**config.mk**
```make
export PLATFORM = sky130hd
export DESIGN_NAME = alu_issue_stage_flat
export DESIGN_NICKNAME = d
export VERILOG_FILES = /design/src/rtl/alu_pkg.sv /design/src/rtl/alu_issue_stage_if.sv /design/src/rtl/alu_issue_dec.sv /design/src/rtl/alu_issue_stage.sv /design/src/flat_wrapper.sv
export SDC_FILE = /design/constraint.sdc
export NUM_CORES = 1
export LEC_CHECK = 0
export ABC_CLOCK_PERIOD_IN_PS = 5700
export CAP_MARGIN = 20
export CORE_UTILIZATION = 52
export DETAILED_ROUTE_END_ITERATION = 12
export DONT_BUFFER_PORTS = 1
export PLACE_DENSITY = 0.67
export SKIP_CTS_REPAIR_TIMING = 1
export SLEW_MARGIN = 30
export SYNTH_ARGS = -nofsm -noshare
export SYNTH_HDL_FRONTEND = slang
export SYNTH_HIERARCHICAL = 1
export SYNTH_SLANG_ARGS = --single-unit
```
**constraint.sdc**
```tcl
create_clock -name clk_i -period 5.7 [get_ports clk_i]
set_input_delay 0.57 -clock clk_i [delete_from_list [all_inputs] [get_ports clk_i]]
set_output_delay 0.57 -clock clk_i [all_outputs]
set_load 0.02 [all_outputs]
```
**src/rtl/alu_pkg.sv**
```systemverilog
// Shared ALU definitions: control codes, opcode/funct constants and the issue entry payload.
// Consumed by the issue stage and by the ALU itself.
package alu_pkg;

  localparam int unsigned ALU_DATA_W = 32;
  localparam int unsigned ALU_RD_W   = 5;
  localparam int unsigned ALU_CTRL_W = 3;

  typedef enum logic [ALU_CTRL_W-1:0] {
    ALU_AND  = 3'b000,
    ALU_XOR  = 3'b001,
    ALU_SLL  = 3'b010,
    ALU_ADD  = 3'b011,
    ALU_SUB  = 3'b100,
    ALU_MUL  = 3'b101,
    ALU_ADDI = 3'b110,
    ALU_SRAI = 3'b111
  } alu_ctrl_e;

  localparam logic [6:0] OP_RTYPE = 7'b0110011;
  localparam logic [6:0] OP_ITYPE = 7'b0010011;

  localparam logic [2:0] F3_AND = 3'b111;
  localparam logic [2:0] F3_XOR = 3'b100;
  localparam logic [2:0] F3_SLL = 3'b001;
  localparam logic [2:0] F3_ADD = 3'b000;
  localparam logic [2:0] F3_SRA = 3'b101;

  localparam logic [6:0] F7_BASE   = 7'b0000000;
  localparam logic [6:0] F7_ALT    = 7'b0100000;
  localparam logic [6:0] F7_MULDIV = 7'b0000001;

  typedef struct packed {
    alu_ctrl_e             ctrl;
    logic [ALU_DATA_W-1:0] data1;
    logic [ALU_DATA_W-1:0] data2;
    logic [ALU_RD_W-1:0]   rd;
  } issue_entry_t;

  // Sign-extend a 12-bit I-type immediate to the operand width.
  function automatic logic [ALU_DATA_W-1:0] sext12(input logic [11:0] imm);
    return {{(ALU_DATA_W - 12){imm[11]}}, imm};
  endfunction

endpackage

```
**src/rtl/alu_issue_stage_if.sv**
```systemverilog
// Upstream (register read) and downstream (ALU) handshake bundle of the issue stage.
// slave = the issue stage's view, master = the surrounding pipeline's view.
interface alu_issue_stage_if #(
  parameter int unsigned DATA_W = 32,
  parameter int unsigned RD_W   = 5
);

  logic              valid_i;
  logic              ready_o;
  logic [31:0]       inst_i;
  logic [DATA_W-1:0] rs1_data_i;
  logic [DATA_W-1:0] rs2_data_i;

  logic              valid_o;
  logic              ready_i;
  logic [2:0]        ALUCtrl_o;
  logic [DATA_W-1:0] data1_o;
  logic [DATA_W-1:0] data2_o;
  logic [RD_W-1:0]   rd_o;

  modport slave (
    input  valid_i, inst_i, rs1_data_i, rs2_data_i, ready_i,
    output ready_o, valid_o, ALUCtrl_o, data1_o, data2_o, rd_o
  );

  modport master (
    output valid_i, inst_i, rs1_data_i, rs2_data_i, ready_i,
    input  ready_o, valid_o, ALUCtrl_o, data1_o, data2_o, rd_o
  );

endinterface

```
**src/rtl/alu_issue_dec.sv**
```systemverilog
// Combinational RV32 decoder: instruction + register data -> ALU issue entry and illegal flag.
module alu_issue_dec
  import alu_pkg::*;
(
  input  logic [31:0]           inst,
  input  logic [ALU_DATA_W-1:0] rs1_data,
  input  logic [ALU_DATA_W-1:0] rs2_data,
  output issue_entry_t          entry_c,
  output logic                  illegal_c
);

  logic [6:0] opcode;
  logic [2:0] funct3;
  logic [6:0] funct7;
  logic       legal;
  logic       unused_rs_idx;

  assign opcode = inst[6:0];
  assign funct3 = inst[14:12];
  assign funct7 = inst[31:25];

  // Register indices were consumed by the register file read upstream.
  assign unused_rs_idx = ^inst[19:15];

  // Decode table lookup and operand selection.
  always_comb begin
    entry_c       = '0;
    legal         = 1'b0;
    entry_c.data1 = rs1_data;
    entry_c.data2 = rs2_data;
    entry_c.rd    = inst[11:7];
    case (opcode)
      OP_RTYPE: begin
        case ({funct7, funct3})
          {F7_BASE,   F3_AND}: begin entry_c.ctrl = ALU_AND; legal = 1'b1; end
          {F7_BASE,   F3_XOR}: begin entry_c.ctrl = ALU_XOR; legal = 1'b1; end
          {F7_BASE,   F3_SLL}: begin entry_c.ctrl = ALU_SLL; legal = 1'b1; end
          {F7_BASE,   F3_ADD}: begin entry_c.ctrl = ALU_ADD; legal = 1'b1; end
          {F7_ALT,    F3_ADD}: begin entry_c.ctrl = ALU_SUB; legal = 1'b1; end
          {F7_MULDIV, F3_ADD}: begin entry_c.ctrl = ALU_MUL; legal = 1'b1; end
          default:             legal = 1'b0;
        endcase
      end
      OP_ITYPE: begin
        if (funct3 == F3_ADD) begin
          entry_c.ctrl  = ALU_ADDI;
          entry_c.data2 = sext12(inst[31:20]);
          legal         = 1'b1;
        end else if ((funct3 == F3_SRA) && (funct7 == F7_ALT)) begin
          entry_c.ctrl  = ALU_SRAI;
          entry_c.data2 = ALU_DATA_W'(inst[24:20]);
          legal         = 1'b1;
        end
      end
      default: legal = 1'b0;
    endcase
    illegal_c = ~legal;
  end

endmodule

```
**src/rtl/alu_issue_stage.sv**
```systemverilog
// ALU issue stage: decodes instructions and hands ALU control + operands downstream
// through a valid/ready handshake backed by a one-entry skid buffer.
// Optional build macro ALU_ISSUE_ILLEGAL_CNT_EN adds a saturating illegal-instruction counter.
module alu_issue_stage #(
  parameter int unsigned DATA_W = alu_pkg::ALU_DATA_W,
  parameter int unsigned RD_W   = alu_pkg::ALU_RD_W
) (
  input  logic               clk_i,
  input  logic               rst_i,
  input  logic               flush_i,
  alu_issue_stage_if.slave   bus
`ifdef ALU_ISSUE_ILLEGAL_CNT_EN
  ,
  output logic [7:0]         illegal_cnt_o
`endif
);

  import alu_pkg::*;

  issue_entry_t dec_entry_c;
  logic         dec_illegal_c;

  issue_entry_t out_q;
  issue_entry_t skid_q;
  logic         out_valid_q;
  logic         skid_valid_q;
  logic         ready_q;

  logic         accept_c;
  logic         push_c;
  logic         advance_c;

  alu_issue_dec u_dec (
    .inst      (bus.inst_i),
    .rs1_data  (bus.rs1_data_i),
    .rs2_data  (bus.rs2_data_i),
    .entry_c   (dec_entry_c),
    .illegal_c (dec_illegal_c)
  );

  // Illegal encodings complete the handshake but never enter the pipeline.
  assign accept_c  = bus.valid_i && ready_q;
  assign push_c    = accept_c && !dec_illegal_c;
  assign advance_c = !out_valid_q || bus.ready_i;

  // Output register, skid buffer and registered ready; flush overrides every other event.
  always_ff @(posedge clk_i or posedge rst_i) begin
    if (rst_i) begin
      out_q        <= '0;
      skid_q       <= '0;
      out_valid_q  <= 1'b0;
      skid_valid_q <= 1'b0;
      ready_q      <= 1'b1;
    end else if (flush_i) begin
      out_valid_q  <= 1'b0;
      skid_valid_q <= 1'b0;
      ready_q      <= 1'b1;
    end else if (advance_c) begin
      if (skid_valid_q) begin
        // ready_q is low while the skid is full, so nothing new is accepted here.
        out_q        <= skid_q;
        out_valid_q  <= 1'b1;
        skid_valid_q <= 1'b0;
        ready_q      <= 1'b1;
      end else begin
        out_valid_q <= push_c;
        if (push_c) begin
          out_q <= dec_entry_c;
        end
      end
    end else if (push_c) begin
      skid_q       <= dec_entry_c;
      skid_valid_q <= 1'b1;
      ready_q      <= 1'b0;
    end
  end

  assign bus.ready_o   = ready_q;
  assign bus.valid_o   = out_valid_q;
  assign bus.ALUCtrl_o = out_q.ctrl;
  assign bus.data1_o   = DATA_W'(out_q.data1);
  assign bus.data2_o   = DATA_W'(out_q.data2);
  assign bus.rd_o      = RD_W'(out_q.rd);

`ifdef ALU_ISSUE_ILLEGAL_CNT_EN
  logic [7:0] illegal_cnt_q;

  // Saturating count of accepted illegal instructions; counts even across a flush.
  always_ff @(posedge clk_i or posedge rst_i) begin
    if (rst_i) begin
      illegal_cnt_q <= 8'd0;
    end else if (accept_c && dec_illegal_c && (illegal_cnt_q != 8'hFF)) begin
      illegal_cnt_q <= illegal_cnt_q + 8'd1;
    end
  end

  assign illegal_cnt_o = illegal_cnt_q;
`endif

endmodule

```
**src/flat_wrapper.sv**
```systemverilog
// flat-port wrapper written by rule: the top's interface ports become plain ports
module alu_issue_stage_flat import alu_pkg::*;
#(
  parameter int unsigned DATA_W = alu_pkg::ALU_DATA_W,
  parameter int unsigned RD_W   = alu_pkg::ALU_RD_W
)
  (clk_i, rst_i, flush_i, bus_valid_i, bus_inst_i, bus_rs1_data_i, bus_rs2_data_i, bus_ready_i, bus_ready_o, bus_valid_o, bus_ALUCtrl_o, bus_data1_o, bus_data2_o, bus_rd_o);
  alu_issue_stage_if #(.DATA_W(DATA_W), .RD_W(RD_W)) bus_i ();
  input  logic clk_i;
  input  logic rst_i;
  input  logic flush_i;
  input wire logic [$bits(bus_i.valid_i)-1:0] bus_valid_i;
  input wire logic [$bits(bus_i.inst_i)-1:0] bus_inst_i;
  input wire logic [$bits(bus_i.rs1_data_i)-1:0] bus_rs1_data_i;
  input wire logic [$bits(bus_i.rs2_data_i)-1:0] bus_rs2_data_i;
  input wire logic [$bits(bus_i.ready_i)-1:0] bus_ready_i;
  output wire logic [$bits(bus_i.ready_o)-1:0] bus_ready_o;
  output wire logic [$bits(bus_i.valid_o)-1:0] bus_valid_o;
  output wire logic [$bits(bus_i.ALUCtrl_o)-1:0] bus_ALUCtrl_o;
  output wire logic [$bits(bus_i.data1_o)-1:0] bus_data1_o;
  output wire logic [$bits(bus_i.data2_o)-1:0] bus_data2_o;
  output wire logic [$bits(bus_i.rd_o)-1:0] bus_rd_o;
  assign bus_i.valid_i = bus_valid_i;
  assign bus_i.inst_i = bus_inst_i;
  assign bus_i.rs1_data_i = bus_rs1_data_i;
  assign bus_i.rs2_data_i = bus_rs2_data_i;
  assign bus_i.ready_i = bus_ready_i;
  assign bus_ready_o = bus_i.ready_o;
  assign bus_valid_o = bus_i.valid_o;
  assign bus_ALUCtrl_o = bus_i.ALUCtrl_o;
  assign bus_data1_o = bus_i.data1_o;
  assign bus_data2_o = bus_i.data2_o;
  assign bus_rd_o = bus_i.rd_o;
  alu_issue_stage #(.DATA_W(DATA_W), .RD_W(RD_W)) u_core (.clk_i(clk_i), .rst_i(rst_i), .flush_i(flush_i), .bus(bus_i));
endmodule
```
=== Word-level counts from Yosys, hierarchy flattened ===
Index checks and enable logic that the tools add are counted.
W data, S select, Z words.

* Equality and inequality tests: 10
* Muxes and demuxes: 23
* Bitwise gates (word level): 2
* Reductions and logical operators: 14

{| class="wikitable"
|+ Operators with widths
! cell !! number
|-
| $mux W72 || 2
|-
| $mux W32 || 3
|-
| $eq A10 B3 Y1 const B || 2
|-
| $pmux W3 S5 || 1
|-
| $eq A7 B6 Y1 const B || 2
|-
| $mux W1 || 13
|-
| $eq A10 B1 Y1 const B || 1
|-
| $eq A10 B4 Y1 const B || 1
|-
| $eq A10 B9 Y1 const B || 1
|-
| $logic_not A10 Y1 || 1
|-
| $eq A7 B5 Y1 const B || 1
|-
| $mux W3 || 2
|-
| $pmux W3 S2 || 1
|-
| $reduce_and A3 Y1 || 2
|-
| $reduce_or A6 Y1 || 1
|-
| $reduce_bool A2 Y1 || 2
|-
| $eq A3 B3 Y1 const B || 1
|-
| $logic_and A1 B1 Y1 || 3
|-
| $logic_not A3 Y1 || 1
|-
| $ne A3 B2 Y1 const B || 1
|-
| $reduce_bool A3 Y1 || 1
|-
| $not A1 Y1 || 2
|-
| $pmux W1 S2 || 1
|-
| $reduce_and A2 Y1 || 1
|-
| other kinds (2) || 2
|}

* Register bits: 147
* Input bits: 101
* Output and inout bits: 74
* Logic and storage cells: 60

=== Logic depth before layout (Yosys ltp) ===
Gate-level depths: netlist of the first run.

* Depth in word-level cells: 9
* Depth in mapped cells: 11
* Mapped depth without buffers: 7

=== Cells and area by module ===
The synthesis of the first run kept the hierarchy.

{| class="wikitable"
|+ Modules (own cells, without submodules)
! module !! times used !! cells an instance !! area an instance (sq um)
|-
| alu_issue_stage || 1 || 398 || 6403.6
|-
| alu_issue_dec || 1 || 110 || 839.6
|}

=== Least setup slack after synthesis of the first run ===
OpenSTA, ideal clock, no wires.

* Path type: in2reg
* Start: input port bus_inst_i[27]
* End: register u_core.out_q, in the netlist u_core/bus.data2_o[17]
* Library setup time: 125 ps
* Arrival: 2954 ps
* Slack: 2622 ps
* Stages: 9
* Buffers on the path: 2
* Cell sequence: or4_4 > nor4_2 > o21ai_2 > buf_6 > o21a_1 > nand3b_4 > a211oi_4 > buf_6 > mux2_2

* Word-level cells in the longest chain between the ends: 8
* Elaborated cells between the ends (all ways): 21
* Those cells by class: eq/ne: 6; mux: 9; reduce/logical: 6

{| class="wikitable"
|+ Ends and longest elaborated chain
! what !! RTL line !! text
|-
| start, declared || flat_wrapper.sv:13 || <nowiki>input wire logic [$bits(bus_i.inst_i)-1:0] bus_inst_i;</nowiki>
|-
| parallel branches: the longest is 8 deep, another holds $eq A10 B4 Y1 || - ||
|-
| end signal, assigned || alu_issue_stage.sv:61 || <nowiki>out_q <= skid_q;</nowiki>
|-
| end signal, assigned || alu_issue_stage.sv:68 || <nowiki>out_q <= dec_entry_c;</nowiki>
|-
| end, declared || alu_issue_stage.sv:23 || <nowiki>issue_entry_t out_q;</nowiki>
|}

Parallel ways; which one is timed is not known. The select of a mux whose other input is x is not followed.
A chain may end at the register's enable or synchronous reset.

=== Worst setup path after layout of the first run ===
* Start: input port bus_inst_i[3]
* End: register u_core.out_q, in the netlist u_core/bus.data2_o[12]

* Word-level cells in the longest chain between the ends: 5
* Elaborated cells between the ends (all ways): 9
* Those cells by class: eq/ne: 2; mux: 4; reduce/logical: 3

{| class="wikitable"
|+ Ends and longest elaborated chain
! what !! RTL line !! text
|-
| $eq A7 B5 Y1 or $eq A7 B6 Y1 (tied branches) || alu_issue_dec.sv:32 || <nowiki>case (opcode)</nowiki>
|-
| $pmux W1 S2 || alu_issue_dec.sv:32 ||
|-
| $logic_and A1 B1 Y1 || alu_issue_stage.sv:43 || <nowiki>assign push_c = accept_c && !dec_illegal_c;</nowiki>
|-
| $reduce_bool A2 Y1 (no source line) || - ||
|-
| $reduce_and A3 Y1 (no source line) || - ||
|}

Several ways; a longest one is shown, not always the timed one. The select of a mux whose other input is x is not followed.

==> run metrics, run 1 <==
outcome completed; DRT iter0 DRCs between 150 and 200; die outline area between 10000 and 15000 um^2; ys async rst share 100%; Seq pwr share approximately half; CP Class in2reg; share of cells above drive strength 1 ~56%; Reg2Reg Depth 6; Setup crit end u_core/bus.data2_o[12]$_DFFE_PP0P_; crit path DAT 3.50 ns; global-route usage over all layers about a fifth; fmax 312 MHz; Startpoint Class primary input; Slew Limit Fails 0; Initial Utilization around 54%; ANT cells 0; Synth Instances roughly 510; gpl congestion ~0.74; R2R Path Start u_core/skid_valid_q$_DFFE_PP0P_; post-DP HPWL 9030 um; DRC 0; CTS H-Tree Depth 4; number of clock sinks 147; dpl cell area 7060 um^2; Chip Width approximately 120 um; Pwr Density 293 nW/um^2; internal power between 1500 and 2000 uW; Yosys cell types 42; setup TNS 0 ns; clock slew at reported path FFs 0.06 ns; Non-Filler Instances 656; syn nets 609; post-route ant nets 0; Chip Height between 100 and 150 um; Avg Vias per Cell 5.77; warnings from Yosys 6; top_reg_cell synth dfrtp_1; switching pwr 500 uW; IO Port Bufs 0; # nets final between 500 and 600; core area 13400 um^2; post-synthesis sequential area ratio between 50% and 60%; final count of negative-setup-slack endpoints 0; Post-Place Setup Slack 2.13 ns; Register Area approximately 3700 um^2; WP data required roughly 6 ns; initial antenna violation count 0; Rows 42; Worst Setup End Kind flip-flop; DRT Wirelength roughly 13000 um; CTS Root Cell clkbuf_16; Avg Inst Size Synth between 10 and 15 um^2; TritonCTS Buffers 17; Final Skew around 0.0053 ns; IO Pins 175; fillers 1095; Tightest Hold Check Type in2async; clk buf depth 2; Comb power frac 4.0%; Synth Register Bits 147; Pleak about 0.0035 uW; Final Cell Area 7610 um^2; vias in the first global route between 4000 and 5000; worst skew pair latency approximately 0.4 ns; largest net degree at the start of global routing 87; RSZ-0062 raised after global routing false; Slew @ Worst Pin 0.894 ns; placed cells 624; area grow syn2layout 5.04%; final period utilization around 56%; minimum clock period about 3.2 ns; Switching Share between 20% and 30%; Overflow after GRT 0; routed vias around 3800; worst setup margin between 2 and 2.5 ns; worst-path fanout max 14; Clock power frac ~46%; DRT Pass-1 Iters 4; launch point of the worst path bus_inst_i[3]; CTS tree done; FF-to-FF End u_core/bus.data2_o[12]$_DFFE_PP0P_; r2r setup slk between 3 and 4 ns; global-route wire length before repair 21900 um; final hold vios 0; Post-Syn Area 7240 um^2; WL/cell between 20 and 25 um; max_slew headroom between 40% and 50%; worst vdd ir around 190 uV; Multi-input gate area ~3000 um^2; number of flops mapped to enable cells by yosys 0; max-cap viol count 0
[power groups by stage]
stage,clock [uW],combinational (uW),sequential (uW)
finish,1020,89.0,1120
global route,1100,101,1120
CTS,1050,91.8,1120
detailed placement,0,91.5,1140
global placement,0,86.6,1140
floorplan,0,99.0,1130
[worst max-delay path, cell delays in order]
cell      delay, ns
or4bb_1        0.56
nor4_1         0.45
nand2_1        0.16
o21a_1         0.22
nand3b_4       0.18
a211oi_4       0.49
buf_8          0.23
buf_4          0.27
mux2_2         0.36
[synthesized netlist by cell type, types with 3 or more instances]
master / count / share of area [%]
clkbuf_1: 7 / 0.36
mux2_2: 212 / 33
a22o_2: 6 / 0.83
buf_2: 5 / 0.35
nand2_1: 3 / 0.16
buf_6: 15 / 2.3
dfrtp_1: 146 / 50
o21a_1: 23 / 2.4
mux2_1: 8 / 1.2
a21oi_1: 3 / 0.21
nor2_1: 6 / 0.31
buf_4: 39 / 4.0
[layer usage]
metal	vias to the layer above	global-route usage, %	share of wire [%]
met5	-	0	0
met1	1943	23.1	40
met4	0	7.03	1.4
li1	1708	-	-
met2	117	33.0	50
met3	16	9.41	9.2
[logic make-up after synthesis]
family / Yosys count / synth area share, %
simple gates: 30 / 2.90
compound gates: 40 / 4.39
flops: 147 / 50.8
xor+xnor: 1 / 0.121
buf+inv: 69 / 7.38
mux: 221 / 34.4
[state kept, by name (all words and copies together), names as in the netlist]
name,flops
u_core/bus.rd_o,5
u_core/skid_valid_q,1
u_core/skid_q,72
u_core/bus.data2_o,32
u_core/bus.data1_o,32
u_core/bus.valid_o,1
u_core/bus.ready_o,1
u_core/bus.ALUCtrl_o,3
[worst min-delay path by stage]
stage	to	slack, ns
after floorplan	u_core/skid_q[0]$_DFFE_PP0P_	0.47
after global placement	u_core/skid_q[17]$_DFFE_PP0P_	0.48
after detailed placement	u_core/skid_q[65]$_DFFE_PP0P_	0.49
after CTS	u_core/bus.data1_o[14]$_DFFE_PP0P_	0.18
after global routing	u_core/bus.valid_o$_DFFE_PP0N_	0.20
final	u_core/bus.data1_o[14]$_DFFE_PP0P_	0.15
[per-stage QoR]
step / util, % / total power [uW] / hold slack, ns
after detailed placement: 52.7 / 1230 / 0.487
after floorplan: - / 1230 / 0.474
final: 56.8 / 2230 / 0.149
after global routing: 56.8 / 2320 / 0.196
after global placement: 52.2 / 1220 / 0.481
after CTS: 56.8 / 2260 / 0.181
[layout by cell type (no fill, tap or decap), types with 4 or more instances in the layout]
cell	synthesis	final
dfrtp_1	146	145
clkinv_2	0	4
o21a_1	23	23
mux2_1	8	8
mux2_2	212	212
clkbuf_8	1	5
a22o_2	6	6
nor2_1	6	6
clkbuf_16	0	17
[layout make-up]
cell class / instances / share of cell area (%)
multi-input cells: 292 / 39.9
clock inverters: 8 / 0.674
repair buffers: 7 / 1.38
well taps: 176 / 2.89
flip-flops and latches: 147 / 48.4
clock buffers: 24 / 6.59
inverters: 2 / 0.164
(Power assumes the default switching activity.)
==> run 2, diff against run 1 <==
--- a/config.mk
+++ b/config.mk
@@ -5,7 +5,7 @@
 export SDC_FILE = /design/constraint.sdc
 export NUM_CORES = 1
 export LEC_CHECK = 0
-export ABC_CLOCK_PERIOD_IN_PS = 5700
+export ABC_CLOCK_PERIOD_IN_PS = 3200
 export CAP_MARGIN = 20
 export CORE_UTILIZATION = 52
 export DETAILED_ROUTE_END_ITERATION = 12
==> constraint.sdc (replaced) <==
create_clock -name clk_i -period 3.2 [get_ports clk_i]
set_input_delay 0.32 -clock clk_i [delete_from_list [all_inputs] [get_ports clk_i]]
set_output_delay 0.32 -clock clk_i [all_outputs]
set_load 0.02 [all_outputs]
==> run 2 against run 1 <==
Against the previous run: final cell count grew 1.2%; total power increased by 80%; combinational power grew 87%; setup slack worse by 1.9 ns; die area unchanged; critical path depth is 1 lower; flip-flop and latch count is the same; worst hold slack got worse by 0.10 ns; critical path type unchanged; first-iteration DRC count increased by 19%; clock power rose by 81%; sequential share of layout area down 0.49 points.
==> run metrics, run 2 (synthesis gave the netlist of run 1 again) <==
post-route ant nets 0 (unchanged); global-route usage over all layers 20.5% (+0.36 points); largest net degree at the start of global routing 95 (+9.2%); die outline area 14400 um^2 (unchanged); worst-path fanout max 55 (+41); worst skew pair latency 0.42 ns (about the same); r2r setup slk 1.14 ns (-1.94 ns); Initial Utilization 54.1% (unchanged); Chip Width 120 um (unchanged); CP max stage delay 0.57 ns (about the same); Avg Vias per Cell 5.75 (-0.34%); WL/cell 20.7 um (+0.83%); GR Util met3 9.65% (+0.24 points); Comb power frac 4.1% (about the same); routed vias 3817 (+0.87%); Seq pwr share 49.7% (-0.5 points); fmax 387 MHz; DRC 0 (unchanged); crit path DAT 2.88 ns (-0.62 ns); most used routing layer in global routing met2; Reg2Reg Depth 4 (-2); FF-to-FF End u_core/bus.data1_o[26]$_DFFE_PP0P_; internal power 3120 uW (+80%); Startpoint Class primary input; vias in the first global route 4285 (+2.7%); Clock power frac 46.2% (+0.4 points); Slew @ Worst Pin 0.729 ns (-0.164 ns); switching pwr 893 uW (+78%); gpl congestion 0.757 (+2.7%); setup TNS 0 ns (unchanged); critical-path cell list or4bb_1 > nor4_1 > nand2_1 > o21a_1 > nand3b_4 > a211oi_4 > buf_12 > mux2_2; Switching Share 22.3% (-0.17 points); final hold vios 0 (unchanged); initial antenna violation count 0 (unchanged); hold path startpoint bus_rs1_data_i[14]; outcome completed; Pwr Density 522 nW/um^2 (+78%); TritonCTS Buffers 17 (unchanged); Final Cell Area 7690 um^2 (+1.0%); core area 13400 um^2 (unchanged); max_slew headroom 51.3% (+11 points); final count of negative-setup-slack endpoints 0 (unchanged); DRT Pass-1 Iters 5 (+1); final period utilization between 80 and 90%; area grow syn2layout 6.12%; post-DP HPWL 9060 um (+0.26%); dpl cell area 7110 um^2 (+0.76%); Rows 42 (unchanged); CTS Root Cell clkbuf_16; GR Util met2 33.5% (+0.50 points); Chip Height 120 um (unchanged); DRT Wirelength 13700 um (+2.1%); commonest cells after routing, fill and taps aside mux2_2 (212), dfrtp_1 (145), o21a_1 (23); share of cells above drive strength 1 56.6% (+0.31 points); max-cap viol count 0 (unchanged); IO Pins 175 (unchanged); CTS H-Tree Depth 4 (unchanged); Hold Crit Depth 1; Overflow after GRT 0 (unchanged); ANT cells 0 (unchanged); Biggest register u_core/skid_q; worst vdd ir 349 uV (+85%); Pleak 0.00356 uW (+1.3%); CTS tree done; # nets final 576 (+1.4%); critical path's slowest cell or4bb_1; IO Port Bufs 0 (unchanged); WP data required 3.49 ns (-2.51 ns); DRT iter0 DRCs 186 (+19%); max reg flops 72 (unchanged); clk buf depth 2 (unchanged); minimum clock period 2.58 ns; Finished Core Util 57.4% (+0.58 points); clock slew at reported path FFs 0.06 ns (about the same); Final Skew 0.00649 ns (+0.00115 ns); Worst Hold End u_core/skid_q[51]$_DFFE_PP0P_; routing usage on met1 23.6% (+0.53 points); global-route wire length before repair 22300 um (+1.5%); Tightest Hold Check Type in2reg; R2R Path Start u_core/skid_valid_q$_DFFE_PP0P_; RSZ-0062 raised after global routing false; Worst Setup End Kind flip-flop; CP Class in2reg; most common cell after layout, fill and taps aside mux2_2; number of clock sinks 147 (unchanged); Slew Limit Fails 0 (unchanged)
==> run 2: cell count changes in the layout (fill, tap and decap cells not counted), moves of 2 or more <==
cell,before,now
clkinv_2,4,6
buf_4,3,8
dlygate4sd3_1,0,2
clkbuf_8,5,3
buf_12,2,5
==> run 2: final cells by class <==
type,instances,area (um^2)
flip-flops and latches,147,3680
multi-input cells,292,3030
clock inverters,10,82.6
repair buffers,15,180
clock buffers,22,474
inverters,2,11.3
fillers,1078,5710
well taps,176,220
==> run 2: per-layer routing <==
metal	wire (um)	share of wire [%]
met1	5600	41
met2	6690	49
met3	1310	9.5
met4	124	0.90
met5	0	0
==> run 2: stage by stage <==
stage / hold slack [ns] / cells / power, uW / worst slack (ns)
finish: 0.0476 / 664 / 4010 / 0.616
global route: 0.0259 / 664 / 4170 / 0.407
CTS: -0.113 / 662 / 4070 / 0.592
detailed placement: 0.340 / 630 / 2190 / 0.154
global placement: 0.331 / 630 / 2180 / 0.229
floorplan: 0.383 / 508 / 2190 / 0.372
==> run 2: critical path, delay by kind of cell <==
kind | cells | cell delay (ns)
AO/OA/AOI/OAI | 2 | 0.53
buffers and inverters | 1 | 0.35
multiplexers | 1 | 0.38
AND/OR/NAND/NOR | 4 | 1.29
==> run 2: worst max-delay path by stage <==
stage | end | slack [ns] | startpoint
final | u_core/bus.data1_o[26]$_DFFE_PP0P_ | 0.62 | bus_inst_i[3]
after detailed placement | u_core/bus.data1_o[26]$_DFFE_PP0P_ | 0.15 | bus_inst_i[3]
after global routing | u_core/bus.data1_o[16]$_DFFE_PP0P_ | 0.41 | bus_inst_i[3]
after floorplan | u_core/bus.data2_o[17]$_DFFE_PP0P_ | 0.37 | bus_inst_i[27]
after CTS | u_core/bus.data1_o[26]$_DFFE_PP0P_ | 0.59 | bus_inst_i[3]
after global placement | u_core/bus.data1_o[15]$_DFFE_PP0P_ | 0.23 | bus_inst_i[3]
==> run 2: power groups by stage <==
stage                     logic, uW  registers (uW)  clock network (uW)
after CTS                       167            1990                1900
final                           166            1990                1850
after global routing            187            2000                1990
after floorplan                 177            2010                   0
after detailed placement        166            2030                   0
after global placement          159            2030                   0
==> run 3, diff against run 2 <==
--- a/config.mk
+++ b/config.mk
@@ -5,7 +5,7 @@
 export SDC_FILE = /design/constraint.sdc
 export NUM_CORES = 1
 export LEC_CHECK = 0
-export ABC_CLOCK_PERIOD_IN_PS = 3200
+export ABC_CLOCK_PERIOD_IN_PS = 2400
 export CAP_MARGIN = 20
 export CORE_UTILIZATION = 52
 export DETAILED_ROUTE_END_ITERATION = 12
==> constraint.sdc (replaced) <==
create_clock -name clk_i -period 2.4 [get_ports clk_i]
set_input_delay 0.24 -clock clk_i [delete_from_list [all_inputs] [get_ports clk_i]]
set_output_delay 0.24 -clock clk_i [all_outputs]
set_load 0.02 [all_outputs]
==> run 3 against run 2 <==
Against the previous run: sequential share of layout area decreased by 3.6 points; final cell count is 6.9% higher; critical path type unchanged; wire length grew 2.6%; critical path depth grew 1; first-iteration DRC count fell by 7.0%; count of clock-buffer cells in the layout rose by 2; global-route usage shrank 0.40 points; sequential power rose by 34%.
==> run metrics, run 3 (synthesis gave the netlist of run 1 again) <==
Clock power frac 49.3% (+3.1 points); final hold vios 0 (unchanged); clock slew at reported path FFs 0.06 ns (about the same); global-route wire length before repair 22300 um (+0.28%); switching pwr 1200 uW (+34%); Post-Place Setup Slack -0.396 ns (-0.549 ns); DRC 0 (unchanged); Rows 42 (unchanged); routing usage on met1 24.2% (+0.63 points); Slew @ Worst Pin 0.814 ns (+0.0846 ns); GR Util met2 32.3% (-1.1 points); global-route usage over all layers 20.1% (-0.40 points); fmax about 430 MHz; Startpoint Class primary input; Tightest Hold Check Type in2reg; Pleak 0.00384 uW (+7.7%); max-cap viol count 0 (unchanged); worst-path fanout max 22 (-60%); DRT Wirelength 14100 um (+2.6%); Chip Width 120 um (unchanged); area grow syn2layout 14.7%; most used routing layer in global routing met2; die outline area 14400 um^2 (unchanged); Slew Limit Fails 0 (unchanged); CTS tree done; DRT iter0 DRCs 173 (-7.0%); final hold slack 0.0513 ns (+0.00368 ns); max_slew headroom 45.8% (-5.5 points); placed cells 639 (+1.4%); initial antenna violation count 0 (unchanged); commonest cells after routing, fill and taps aside mux2_2 (212), dfrtp_1 (145), dlygate4sd3_1 (39); crit path DAT 2.63 ns (-0.25 ns); clk buf depth 2 (unchanged); internal power 4580 uW (+47%); setup TNS 0 ns (unchanged); DRT Pass-1 Iters 4 (-1); Chip Height 120 um (unchanged); Non-Filler Instances 710 (+6.9%); outcome completed; largest net degree at the start of global routing 148 (+56%); final period utilization 97.4%; IO Port Bufs 0 (unchanged); post-DP HPWL 9260 um (+2.2%); routed vias 4028 (+5.5%); CP Class in2reg; TritonCTS Buffers 17 (unchanged); gpl congestion 0.783 (+3.4%); Pwr Density 696 nW/um^2 (+33%); share of cells above drive strength 1 53.6% (-3.0 points); number of clock sinks 147 (unchanged); Final Skew 0.00572 ns (-0.000766 ns); post-route ant nets 0 (unchanged); final count of negative-setup-slack endpoints 0 (unchanged); Initial Utilization 54.1% (unchanged); WP data required 2.69 ns (-0.80 ns); worst skew pair latency 0.41 ns (about the same); Switching Share 20.8% (-1.5 points); GR Util met3 7.41% (-2.2 points); WL/cell 19.8 um (-4.0%); CTS Root Cell clkbuf_16; worst vdd ir 431 uV (+23%); CTS H-Tree Depth 4 (unchanged); most common cell after layout, fill and taps aside mux2_2; worst setup margin 0.0623 ns (-0.553 ns); Avg Vias per Cell 5.67 (-1.3%); IO Pins 175 (unchanged); Comb power frac 4.7% (+0.6 points); ANT cells 0 (unchanged); minimum clock period approximately 2.3 ns; Biggest register u_core/skid_q; Finished Core Util 62.0% (+4.6 points); Worst Setup End Kind flip-flop; core area 13400 um^2 (unchanged); Overflow after GRT 0 (unchanged); vias in the first global route 4324 (+0.91%); # nets final 622 (+8.0%); Seq pwr share 46.0% (-3.7 points); max reg flops 72 (unchanged)
run 3: changes by cell type in the layout (fill, tap and decap cells not counted), sizes merged:
cell         previous run  this run
dlygate4sd3             2        39
clkinvlp                4         2
buf                    13        22
clkbuf                 22        24
clkinv                  6         3
bufinv                  1         4
run 3: area by class of cell:
cell class,count,area (um^2)
fill,1032,5090
sequential,147,3680
multi-input combinational,292,3050
timing repair buffer,61,693
clock buffer,24,502
tap,176,220
clock inverter,8,146
inverter,2,11.3
run 3: path summary, 6_finish.rpt:
path,start,end,slack (ns),cells past startpoint
hold reg to reg,u_core/skid_q[10]$_DFFE_PP0P_,u_core/skid_q[10]$_DFFE_PP0P_,0.50,1
min in group asynchronous,rst_i,u_core/skid_q[63]$_DFFE_PP0P_,0.52,3
max in group asynchronous,rst_i,u_core/skid_valid_q$_DFFE_PP0P_,1.17,3
hold / removal,bus_ready_i,u_core/skid_valid_q$_DFFE_PP0P_,0.05,2
setup / recovery,bus_inst_i[3],u_core/bus.data2_o[2]$_DFFE_PP0P_,0.06,9
setup reg to reg,u_core/bus.ready_o$_DFFE_PP1P_,u_core/bus.data2_o[2]$_DFFE_PP0P_,0.55,5
run 3: per-layer routing:
layer  part of all wire, %  wire, um
met5                     0         0
met3                   7.2      1020
met2                    49      6890
met1                    42      5920
met4                   1.8       259
run 3: power by group through the flow:
stage | Sequential, uW | Combinational [uW] | Clock (uW)
after floorplan | 2690 | 236 | 0
after global placement | 2700 | 211 | 0
after detailed placement | 2700 | 222 | 0
after CTS | 2660 | 223 | 2930
after global routing | 2660 | 303 | 3030
final | 2660 | 271 | 2850
run 3: worst max-delay path: stages:
cell      delay (ns)
or4bb_1         0.59
nor4_2          0.35
nand2_1         0.13
o21a_1          0.20
nand3b_4        0.17
a211oi_4        0.22
buf_4           0.19
buf_12          0.18
mux2_2          0.35
run 3: through the flow:
step	instance area (um^2)	total power, uW
3_5_place_dp	7260	2930
4_1_cts	7910	5810
3_3_place_gp	7260	2910
2_1_floorplan	7260	2920
6_report	8310	5780
5_1_grt	8310	6000
